**src/rtl/instruction_encoder_if.sv**
```systemverilog
// Handshake and field bundle between a producer of decoded fields and the
// RV32I instruction encoder, plus the encoder's status outputs.
interface instruction_encoder_if;
    logic        in_valid;
    logic        in_ready;
    logic [2:0]  fmt;
    logic [6:0]  opcode;
    logic [4:0]  rd;
    logic [4:0]  rs1;
    logic [4:0]  rs2;
    logic [2:0]  funct3;
    logic [6:0]  funct7;
    logic [31:0] imm;
    logic        out_valid;
    logic        out_ready;
    logic [31:0] instruction;
    logic [31:0] addr;
    logic        illegal_fmt;
    logic [15:0] count;

    modport master (
        output in_valid, fmt, opcode, rd, rs1, rs2, funct3, funct7, imm, out_ready,
        input  in_ready, out_valid, instruction, addr, illegal_fmt, count
    );

    modport slave (
        input  in_valid, fmt, opcode, rd, rs1, rs2, funct3, funct7, imm, out_ready,
        output in_ready, out_valid, instruction, addr, illegal_fmt, count
    );
endinterface

```
**src/rtl/instruction_encoder.sv**
```systemverilog
// Packs RV32I field bundles into instruction words, stamps each with a byte
// address and buffers them in a 2-entry FIFO towards the consumer.
module instruction_encoder (
    input  logic                  clk,
    input  logic                  reset,
    instruction_encoder_if.slave  bus
);
    localparam logic [2:0] FMT_R = 3'd0;
    localparam logic [2:0] FMT_I = 3'd1;
    localparam logic [2:0] FMT_S = 3'd2;
    localparam logic [2:0] FMT_B = 3'd3;
    localparam logic [2:0] FMT_U = 3'd4;
    localparam logic [2:0] FMT_J = 3'd5;

    function automatic logic fmt_legal(input logic [2:0] fmt);
        return (fmt < 3'd6);
    endfunction

    function automatic logic [31:0] pack_word(
        input logic [2:0]  fmt,
        input logic [6:0]  opcode,
        input logic [4:0]  rd,
        input logic [4:0]  rs1,
        input logic [4:0]  rs2,
        input logic [2:0]  funct3,
        input logic [6:0]  funct7,
        input logic [31:0] imm
    );
        logic [31:0] w;
        case (fmt)
            FMT_R:   w = {funct7, rs2, rs1, funct3, rd, opcode};
            FMT_I:   w = {imm[11:0], rs1, funct3, rd, opcode};
            FMT_S:   w = {imm[11:5], rs2, rs1, funct3, imm[4:0], opcode};
            FMT_B:   w = {imm[12], imm[10:5], rs2, rs1, funct3, imm[4:1], imm[11], opcode};
            FMT_U:   w = {imm[31:12], rd, opcode};
            FMT_J:   w = {imm[20], imm[10:1], imm[11], imm[19:12], rd, opcode};
            default: w = 32'd0;
        endcase
        return w;
    endfunction

    logic [31:0] word_mem_r [0:1];
    logic [31:0] addr_mem_r [0:1];
    logic        wr_ptr_r;
    logic        rd_ptr_r;
    logic [1:0]  occ_r;
    logic [31:0] addr_cnt_r;
    logic [15:0] count_r;
    logic        illegal_r;

    logic        full_s;
    logic        empty_s;
    logic        in_fire_s;
    logic        push_s;
    logic        pop_s;
    logic [31:0] word_s;

    // Handshake decode; illegal formats are accepted but never pushed.
    always_comb begin
        full_s    = (occ_r == 2'd2);
        empty_s   = (occ_r == 2'd0);
        in_fire_s = 1'b0;
        push_s    = 1'b0;
        pop_s     = 1'b0;
        word_s    = pack_word(bus.fmt, bus.opcode, bus.rd, bus.rs1, bus.rs2,
                              bus.funct3, bus.funct7, bus.imm);
        if (!reset) begin
            in_fire_s = bus.in_valid && !full_s;
            push_s    = in_fire_s && fmt_legal(bus.fmt);
            pop_s     = !empty_s && bus.out_ready;
        end else begin
            in_fire_s = 1'b0;
        end
    end

    assign bus.in_ready    = !full_s && !reset;
    assign bus.out_valid   = !empty_s;
    assign bus.instruction = empty_s ? 32'd0 : word_mem_r[rd_ptr_r];
    assign bus.addr        = empty_s ? 32'd0 : addr_mem_r[rd_ptr_r];
    assign bus.count       = count_r;
    assign bus.illegal_fmt = illegal_r;

    // FIFO storage: the write slot is captured with its stamped address.
    always_ff @(posedge clk) begin
        if (reset) begin
            word_mem_r[0] <= 32'd0;
            word_mem_r[1] <= 32'd0;
            addr_mem_r[0] <= 32'd0;
            addr_mem_r[1] <= 32'd0;
        end else if (push_s) begin
            word_mem_r[wr_ptr_r] <= word_s;
            addr_mem_r[wr_ptr_r] <= addr_cnt_r;
        end
    end

    // Pointers, occupancy, address stamp, delivered count and illegal pulse.
    always_ff @(posedge clk) begin
        if (reset) begin
            wr_ptr_r   <= 1'b0;
            rd_ptr_r   <= 1'b0;
            occ_r      <= 2'd0;
            addr_cnt_r <= 32'd0;
            count_r    <= 16'd0;
            illegal_r  <= 1'b0;
        end else begin
            illegal_r <= in_fire_s && !fmt_legal(bus.fmt);
            if (push_s) begin
                wr_ptr_r   <= ~wr_ptr_r;
                addr_cnt_r <= addr_cnt_r + 32'd4;
            end
            if (pop_s) begin
                rd_ptr_r <= ~rd_ptr_r;
                if (count_r != 16'hFFFF) begin
                    count_r <= count_r + 16'd1;
                end
            end
            case ({push_s, pop_s})
                2'b10:   occ_r <= occ_r + 2'd1;
                2'b01:   occ_r <= occ_r - 2'd1;
                default: occ_r <= occ_r;
            endcase
        end
    end
endmodule

```
**src/flat_wrapper.sv**
```systemverilog
// flat-port wrapper written by rule: the top's interface ports become plain ports
module instruction_encoder_flat 
  (clk, reset, bus_in_valid, bus_fmt, bus_opcode, bus_rd, bus_rs1, bus_rs2, bus_funct3, bus_funct7, bus_imm, bus_out_ready, bus_in_ready, bus_out_valid, bus_instruction, bus_addr, bus_illegal_fmt, bus_count);
  instruction_encoder_if bus_i ();
  input  logic clk;
  input  logic reset;
  input wire logic [$bits(bus_i.in_valid)-1:0] bus_in_valid;
  input wire logic [$bits(bus_i.fmt)-1:0] bus_fmt;
  input wire logic [$bits(bus_i.opcode)-1:0] bus_opcode;
  input wire logic [$bits(bus_i.rd)-1:0] bus_rd;
  input wire logic [$bits(bus_i.rs1)-1:0] bus_rs1;
  input wire logic [$bits(bus_i.rs2)-1:0] bus_rs2;
  input wire logic [$bits(bus_i.funct3)-1:0] bus_funct3;
  input wire logic [$bits(bus_i.funct7)-1:0] bus_funct7;
  input wire logic [$bits(bus_i.imm)-1:0] bus_imm;
  input wire logic [$bits(bus_i.out_ready)-1:0] bus_out_ready;
  output wire logic [$bits(bus_i.in_ready)-1:0] bus_in_ready;
  output wire logic [$bits(bus_i.out_valid)-1:0] bus_out_valid;
  output wire logic [$bits(bus_i.instruction)-1:0] bus_instruction;
  output wire logic [$bits(bus_i.addr)-1:0] bus_addr;
  output wire logic [$bits(bus_i.illegal_fmt)-1:0] bus_illegal_fmt;
  output wire logic [$bits(bus_i.count)-1:0] bus_count;
  assign bus_i.in_valid = bus_in_valid;
  assign bus_i.fmt = bus_fmt;
  assign bus_i.opcode = bus_opcode;
  assign bus_i.rd = bus_rd;
  assign bus_i.rs1 = bus_rs1;
  assign bus_i.rs2 = bus_rs2;
  assign bus_i.funct3 = bus_funct3;
  assign bus_i.funct7 = bus_funct7;
  assign bus_i.imm = bus_imm;
  assign bus_i.out_ready = bus_out_ready;
  assign bus_in_ready = bus_i.in_ready;
  assign bus_out_valid = bus_i.out_valid;
  assign bus_instruction = bus_i.instruction;
  assign bus_addr = bus_i.addr;
  assign bus_illegal_fmt = bus_i.illegal_fmt;
  assign bus_count = bus_i.count;
  instruction_encoder u_core (.clk(clk), .reset(reset), .bus(bus_i));
endmodule
```
**config.mk**
```make
export PLATFORM = sky130hd
export DESIGN_NAME = instruction_encoder_flat
export DESIGN_NICKNAME = d
export VERILOG_FILES = /design/src/rtl/instruction_encoder_if.sv /design/src/rtl/instruction_encoder.sv /design/src/flat_wrapper.sv
export SDC_FILE = /design/constraint.sdc
export NUM_CORES = 1
export LEC_CHECK = 0
export CORE_UTILIZATION = 57
export CTS_CLUSTER_DIAMETER = 200
export DETAILED_ROUTE_END_ITERATION = 6
export PLACE_DENSITY = 0.86
export SLEW_MARGIN = 25
export SYNTH_ARGS = -nofsm -noshare
export SYNTH_HDL_FRONTEND = slang
export SYNTH_SLANG_ARGS = --single-unit
```
**constraint.sdc**
```tcl
create_clock -name clk -period 8.1 [get_ports clk]
set_input_delay 1.62 -clock clk [delete_from_list [all_inputs] [get_ports clk]]
set_output_delay 1.62 -clock clk [all_outputs]
set_load 0.01 [all_outputs]
```
== After elaboration in Yosys (flattened, before gate mapping) ==
Memories as Yosys holds them, arrays and structs flattened. A register that Yosys moved wholly into a read port is not among the register bits.
Cells that the tools add are included.

* $add $sub $neg: 4
* Order comparisons: 1
* Equality and inequality tests: 9
* Multiplexer cells: 22
* Bitwise logic cells: 2
* Reduce and logical (&&, ||, !) cells: 15

{| class="wikitable"
|+ Operator list
! kind !! count
|-
| case mux 32 bit (6 select lines) || 1
|-
| 2-to-1 mux 32 bit || 4
|-
| OR reduction 32 bit || 2
|-
| adder 32 x 3 -> 32 bit, second input constant || 1
|-
| adder 16 x 1 -> 16 bit, second input constant || 1
|-
| 2-to-1 mux 1 bit || 16
|-
| != test 16 bit, second input constant || 1
|-
| == test 3 x 2 -> 1 bit, second input constant || 2
|-
| == test 3 bit, second input constant || 2
|-
| logical AND 1 bit || 5
|-
| == test 2 bit, second input constant || 2
|-
| zero test 1 bit || 4
|-
| case mux 2 bit (2 select lines) || 1
|-
| == test 3 x 1 -> 1 bit, second input constant || 1
|-
| zero test 3 bit || 1
|-
| less-than comparator 3 bit, second input constant || 1
|-
| adder 2 x 1 -> 2 bit, second input constant || 1
|-
| == test 2 x 1 -> 1 bit, second input constant || 1
|-
| zero test 2 bit || 1
|-
| NOT 1 bit || 2
|-
| AND reduction 2 bit || 1
|-
| nonzero test 2 bit || 1
|-
| subtractor 2 x 1 -> 2 bit, second input constant || 1
|}

* Flip-flop bits (word level): 53
* Memory bits (writable): 128
* Bits of input ports: 71
* Output and inout port bits: 83
* Logic and storage cells: 61
* Memories: 2

{| class="wikitable"
|+ Memory list
! name !! depth !! width !! read ports !! clocked after memory_dff !! wr ports !! line !! RTL
|-
| u_core.addr_mem_r || 2 || 32 || 1 || 1 || 2 || instruction_encoder.sv:43 || <nowiki>logic [31:0] addr_mem_r [0:1];</nowiki>
|-
| u_core.word_mem_r || 2 || 32 || 1 || 1 || 2 || instruction_encoder.sv:42 || <nowiki>logic [31:0] word_mem_r [0:1];</nowiki>
|}

== Logic depth before layout (Yosys ltp) ==
* Word-level depth: 10
* Mapped depth: 9
* Mapped depth without buffers: 7

== Worst setup path before layout ==
OpenSTA, ideal clock, no wires.

* Path kind: input-to-reg
* Start point: input bus_fmt[1]
* End point: memory u_core.addr_mem_r[0][10] (enable)
* Setup time: 0.675 ns
* Arrival time: 3.997 ns
* Data required time: 7.425 ns
* Slack: 3.428 ns
* Stages: 8
* Path buffers: 4
* Cell sequence: clkbuf_1 -> nand2_1 -> and3_1 -> buf_2 -> nand2b_1 -> clkbuf_1 -> clkbuf_1 -> nand2_1

{| class="wikitable"
|+ RTL lines
! what !! line !! RTL
|-
| from (decl) || flat_wrapper.sv:8 || <nowiki>input wire logic [$bits(bus_i.fmt)-1:0] bus_fmt;</nowiki>
|-
| to (decl) || instruction_encoder.sv:43 ||
|}

== Final worst setup path ==
* Start point: input reset
* End point: output bus_in_ready

* Longest elaborated chain between the ends: 2

{| class="wikitable"
|+ RTL lines
! what !! line !! RTL
|-
| from (decl) || flat_wrapper.sv:6 || <nowiki>input logic reset;</nowiki>
|-
| zero test 1 bit || n/a ||
|-
| logical AND 1 bit || instruction_encoder.sv:76 || <nowiki>assign bus.in_ready = !full_s && !reset;</nowiki>
|-
| to (decl) || flat_wrapper.sv:17 || <nowiki>output wire logic [$bits(bus_i.in_ready)-1:0] bus_in_ready;</nowiki>
|}

Every way passes these cells.

==> results.tsv <==
stage	metric	value	unit
floorplan	Ports	154	
power_and_ir_drop	VDD IR-drop max	0.130	mV
power_and_ir_drop	Switch Pwr	0.499	mW
synth	Seq/Total Area, Yosys	0.563	
timing	Final Hold Viols	0	
layout	Final #Nets	998	
timing	count of final setup violators	0	
worst_setup_path	crit-path cells	clkdlybuf4s50_1, buf_4, inv_1, and2_1, clkdlybuf4s50_1	
clock_network	Worst-path clk slew	0.06	ns
placed_design	Post-DP Area	0.0101	mm2
worst_setup_path	FF-to-FF setup slack	4.75	ns
synth	Synth area leader	edfxtp_1	
floorplan	Die Width	124	um
route	final WL	19.9	mm
worst_setup_path	Startpoint Class	input pin	
synth	ys flop type	edfxtp_1	
worst_setup_path	Buf+Inv Stages, Crit Path	4	
floorplan	Die Area	0.0153	mm2
power_and_ir_drop	Sw Share	0.229	
global_route	first-pass GRT wire length	31.1	mm
timing	clk_skew	0.00919	ns
worst_setup_path	Worst Path Class, Setup	in2out	
floorplan	die height	124	um
timing	RSZ-0062 raised after global routing	false	
route	ANT nets after route	0	
worst_setup_path	Top delay family on crit path	buffers and inverters	
placed_design	routability cong.	0.871	
timing	Slew headroom	0.295	
power_and_ir_drop	Clk pwr share	0.405	
layout	fraction of layout instances using a drive strength above 1	0.0662	
worst_setup_path	Critical Path AT	3.67	ns
global_route	vias in the first global route	6254	
route	initial DRC count	617	
worst_setup_path	Critical Path Slowest Stage Cell	clkdlybuf4s50_1	
worst_setup_path	CP Capture Type	output pin	
timing	max-slew violations	0	
clock_network	CTS max path bufs	2	
clock_network	hold_buf cts	0	
placed_design	DP Wirelength	12.8	mm
global_route	largest net degree at the start of global routing	53	
synth	top post-synthesis cells by area	edfxtp_1 44%, dfxtp_1 12%, mux2i_1 9.0%, nor2_1 6.4%, and3_1 2.7%	
timing	worst-margin pin slew	1.06	ns
synth	Yosys cell types	47	
floorplan	core area	0.0145	mm2
synth	Gate Count Post-Synth	800	
floorplan	Initial Utilization	0.584	
global_route	GRT overflow	0	
clock_network	CTS tree	yes	
floorplan	Rows	44	
clock_network	Post CTS Setup Buffer Count	0	
route	drc violations	0	
worst_setup_path	Max FO, Critical Path	47	
clock_network	cts repair resizes	0	
timing	final worst path period share	0.653	
worst_setup_path	Worst EP required	6.48	ns
route	drt first pass iters	5	
synth	FFs w/ async S/R, synth	0	
clock_network	CTS root buf	clkbuf_16	
power_and_ir_drop	Power Density	203	mW/mm2
route	drt wl/cell	17.8	um
job	max-cap viol count	0	
synth	syn_area_per_cell	10.6	um2
route	DR vias	6667	
synth	share of the synthesized area in the top cell type	0.440	
synth	EDFF count, synth	124	
synth	Synthesis Warnings	0	
timing	fmax	189	MHz
global_route	initial antenna violation count	0	
global_route	Overall Global Routing Usage	0.269	
power_and_ir_drop	power share of the combinational group	0.126	
layout	number of diodes	0	
layout	post-route cell area	0.0107	mm2
power_and_ir_drop	Internal Power	1.68	mW
clock_network	CTS buffer count	17	
worst_setup_path	critical path's most frequent cell	clkdlybuf4s50_1	
clock_network	clock sinks	176	
placed_design	Buffers on Ports	151	
route	drt via density	5.95	
synth	Syn Std Cell Area	0.00846	mm2
power_and_ir_drop	leakage	3.72	nW
layout	Area Growth Syn to Fin	26.5	%
worst_setup_path	critical path's largest stage delay	0.47	ns
worst_hold_path	Hold Crit Class	reg2reg	
timing	fin crit period	5.29	ns
timing	Fin Hold WS	0.494	ns
outcome	status	complete, no violations	
timing	setup TNS	0	ns
clock_network	H-tree depth	4	
synth	Synth Register Bits	176	
clock_network	clk_lat worst skew	0.43	ns
power_and_ir_drop	Flop pwr share	0.469	
state kept, by name, summed over array words and instances, names as in the netlist, named ones only:
register and count:
u_core.addr_cnt_r 30, u_core.addr_mem_r 60, u_core.bus.count 16, u_core.bus.illegal_fmt 1, u_core.occ_r 2, u_core.rd_ptr_r 1
u_core.word_mem_r 64, u_core.wr_ptr_r 1
path summary, 6_finish.rpt:
path / to / cells past startpoint / start
setup / recovery: bus_in_ready / 5 / reset
hold / removal: u_core.bus.count[15] / 1 / u_core.bus.count[15]
setup reg to reg: u_core.word_mem_r[1][0] / 6 / u_core.occ_r[0]
hold reg to reg: u_core.bus.count[15] / 1 / u_core.bus.count[15]
power groups by stage:
stage	Combinational, mW	Sequential, mW	Clock, mW
final	0.275	1.02	0.881
after global routing	0.299	1.02	0.916
after CTS	0.276	1.02	0.885
after detailed placement	0.273	1.04	0
after global placement	0.269	1.04	0
after floorplan	0.155	1.03	0
cells in the mapped netlist (4+ instances only):
| cell type | number |
|---|---|
| a21oi_1 | 44 |
| a22oi_1 | 9 |
| and2_1 | 32 |
| and3_1 | 37 |
| buf_1 | 4 |
| clkbuf_1 | 46 |
| dfxtp_1 | 52 |
| edfxtp_1 | 124 |
| inv_1 | 17 |
| mux2_2 | 9 |
| mux2i_1 | 76 |
| nand2_1 | 35 |
| nand3_1 | 10 |
| nand4_1 | 15 |
| nor2_1 | 145 |
| nor2b_1 | 22 |
| nor4_1 | 10 |
| o21a_1 | 6 |
| o21ai_0 | 16 |
| o311ai_0 | 5 |
| o31ai_1 | 18 |
| or3_1 | 10 |
| or4_1 | 14 |
metrics by stage:
step | utilization | power, mW | worst slack [ns] | instances
final | 0.739 | 2.18 | 2.81 | 1121
after global routing | 0.739 | 2.24 | 2.68 | 1121
after CTS | 0.739 | 2.18 | 2.83 | 1121
after detailed placement | 0.694 | 1.31 | 2.44 | 1089
after global placement | 0.694 | 1.31 | 2.59 | 1089
after floorplan | - | 1.19 | 3.43 | 801
cell families (layout without fill, tap and decap cells):
family	count (synthesis)	count (layout)	synth area share
and+or+nand+nor	346	346	0.207
AOI/OAI and AO/OA	110	110	0.0818
muxes	85	85	0.102
adders and majority gates	3	3	0.00444
xor gates and xnor gates	6	6	0.00621
other	1	2	0.000443
buffers and inverters	73	209	0.0354
DFF	176	176	0.563
area by class of cell:
type | instances | area (um2)
clock buffers | 19 | 433
clock inverters | 13 | 213
fillers | 952 | 3780
inverters | 17 | 63.8
multi-input cells | 552 | 3410
flip-flops and latches | 176 | 4770
well taps | 184 | 230
repair buffers | 160 | 1580
routing by layer:
metal / wire length (um) / GRT usage / vias to the layer above
met2: 10000 / 0.461 / 275
met5: 0 / 0 / -
met1: 8120 / 0.333 / 3206
met4: 466 / 0.113 / 0
met3: 1290 / 0.0508 / 45
li1: - / - / 3141
placed cells by master, fill, tap and decap left out, types with 3 or more instances in the layout:
cell type	Yosys	layout
clkinvlp_4	0	6
a22oi_1	9	9
edfxtp_1	124	124
mux2i_1	76	76
xor2_1	3	3
o41ai_1	3	3
o21ai_0	16	16
or3_1	10	10
inv_1	17	17
nand4_1	15	15
mux2_2	9	9
xnor2_1	3	3
or4_1	14	14
and4_1	3	3
nor4_1	10	10
nor2b_1	22	22
bufinv_16	0	5
o31ai_1	18	18
and3_1	37	36
nand2_1	35	33
clkbuf_16	0	17
buf_4	2	9
nand2b_1	3	3
nand3_1	10	10
clkdlybuf4s50_1	0	151
o21a_1	6	6
nor2_1	145	143
and2_1	32	32
dfxtp_1	52	50
a21oi_1	44	44
ha_1	3	3
o311ai_0	5	5
No activity file was read; power rests on OpenSTA's default activity.
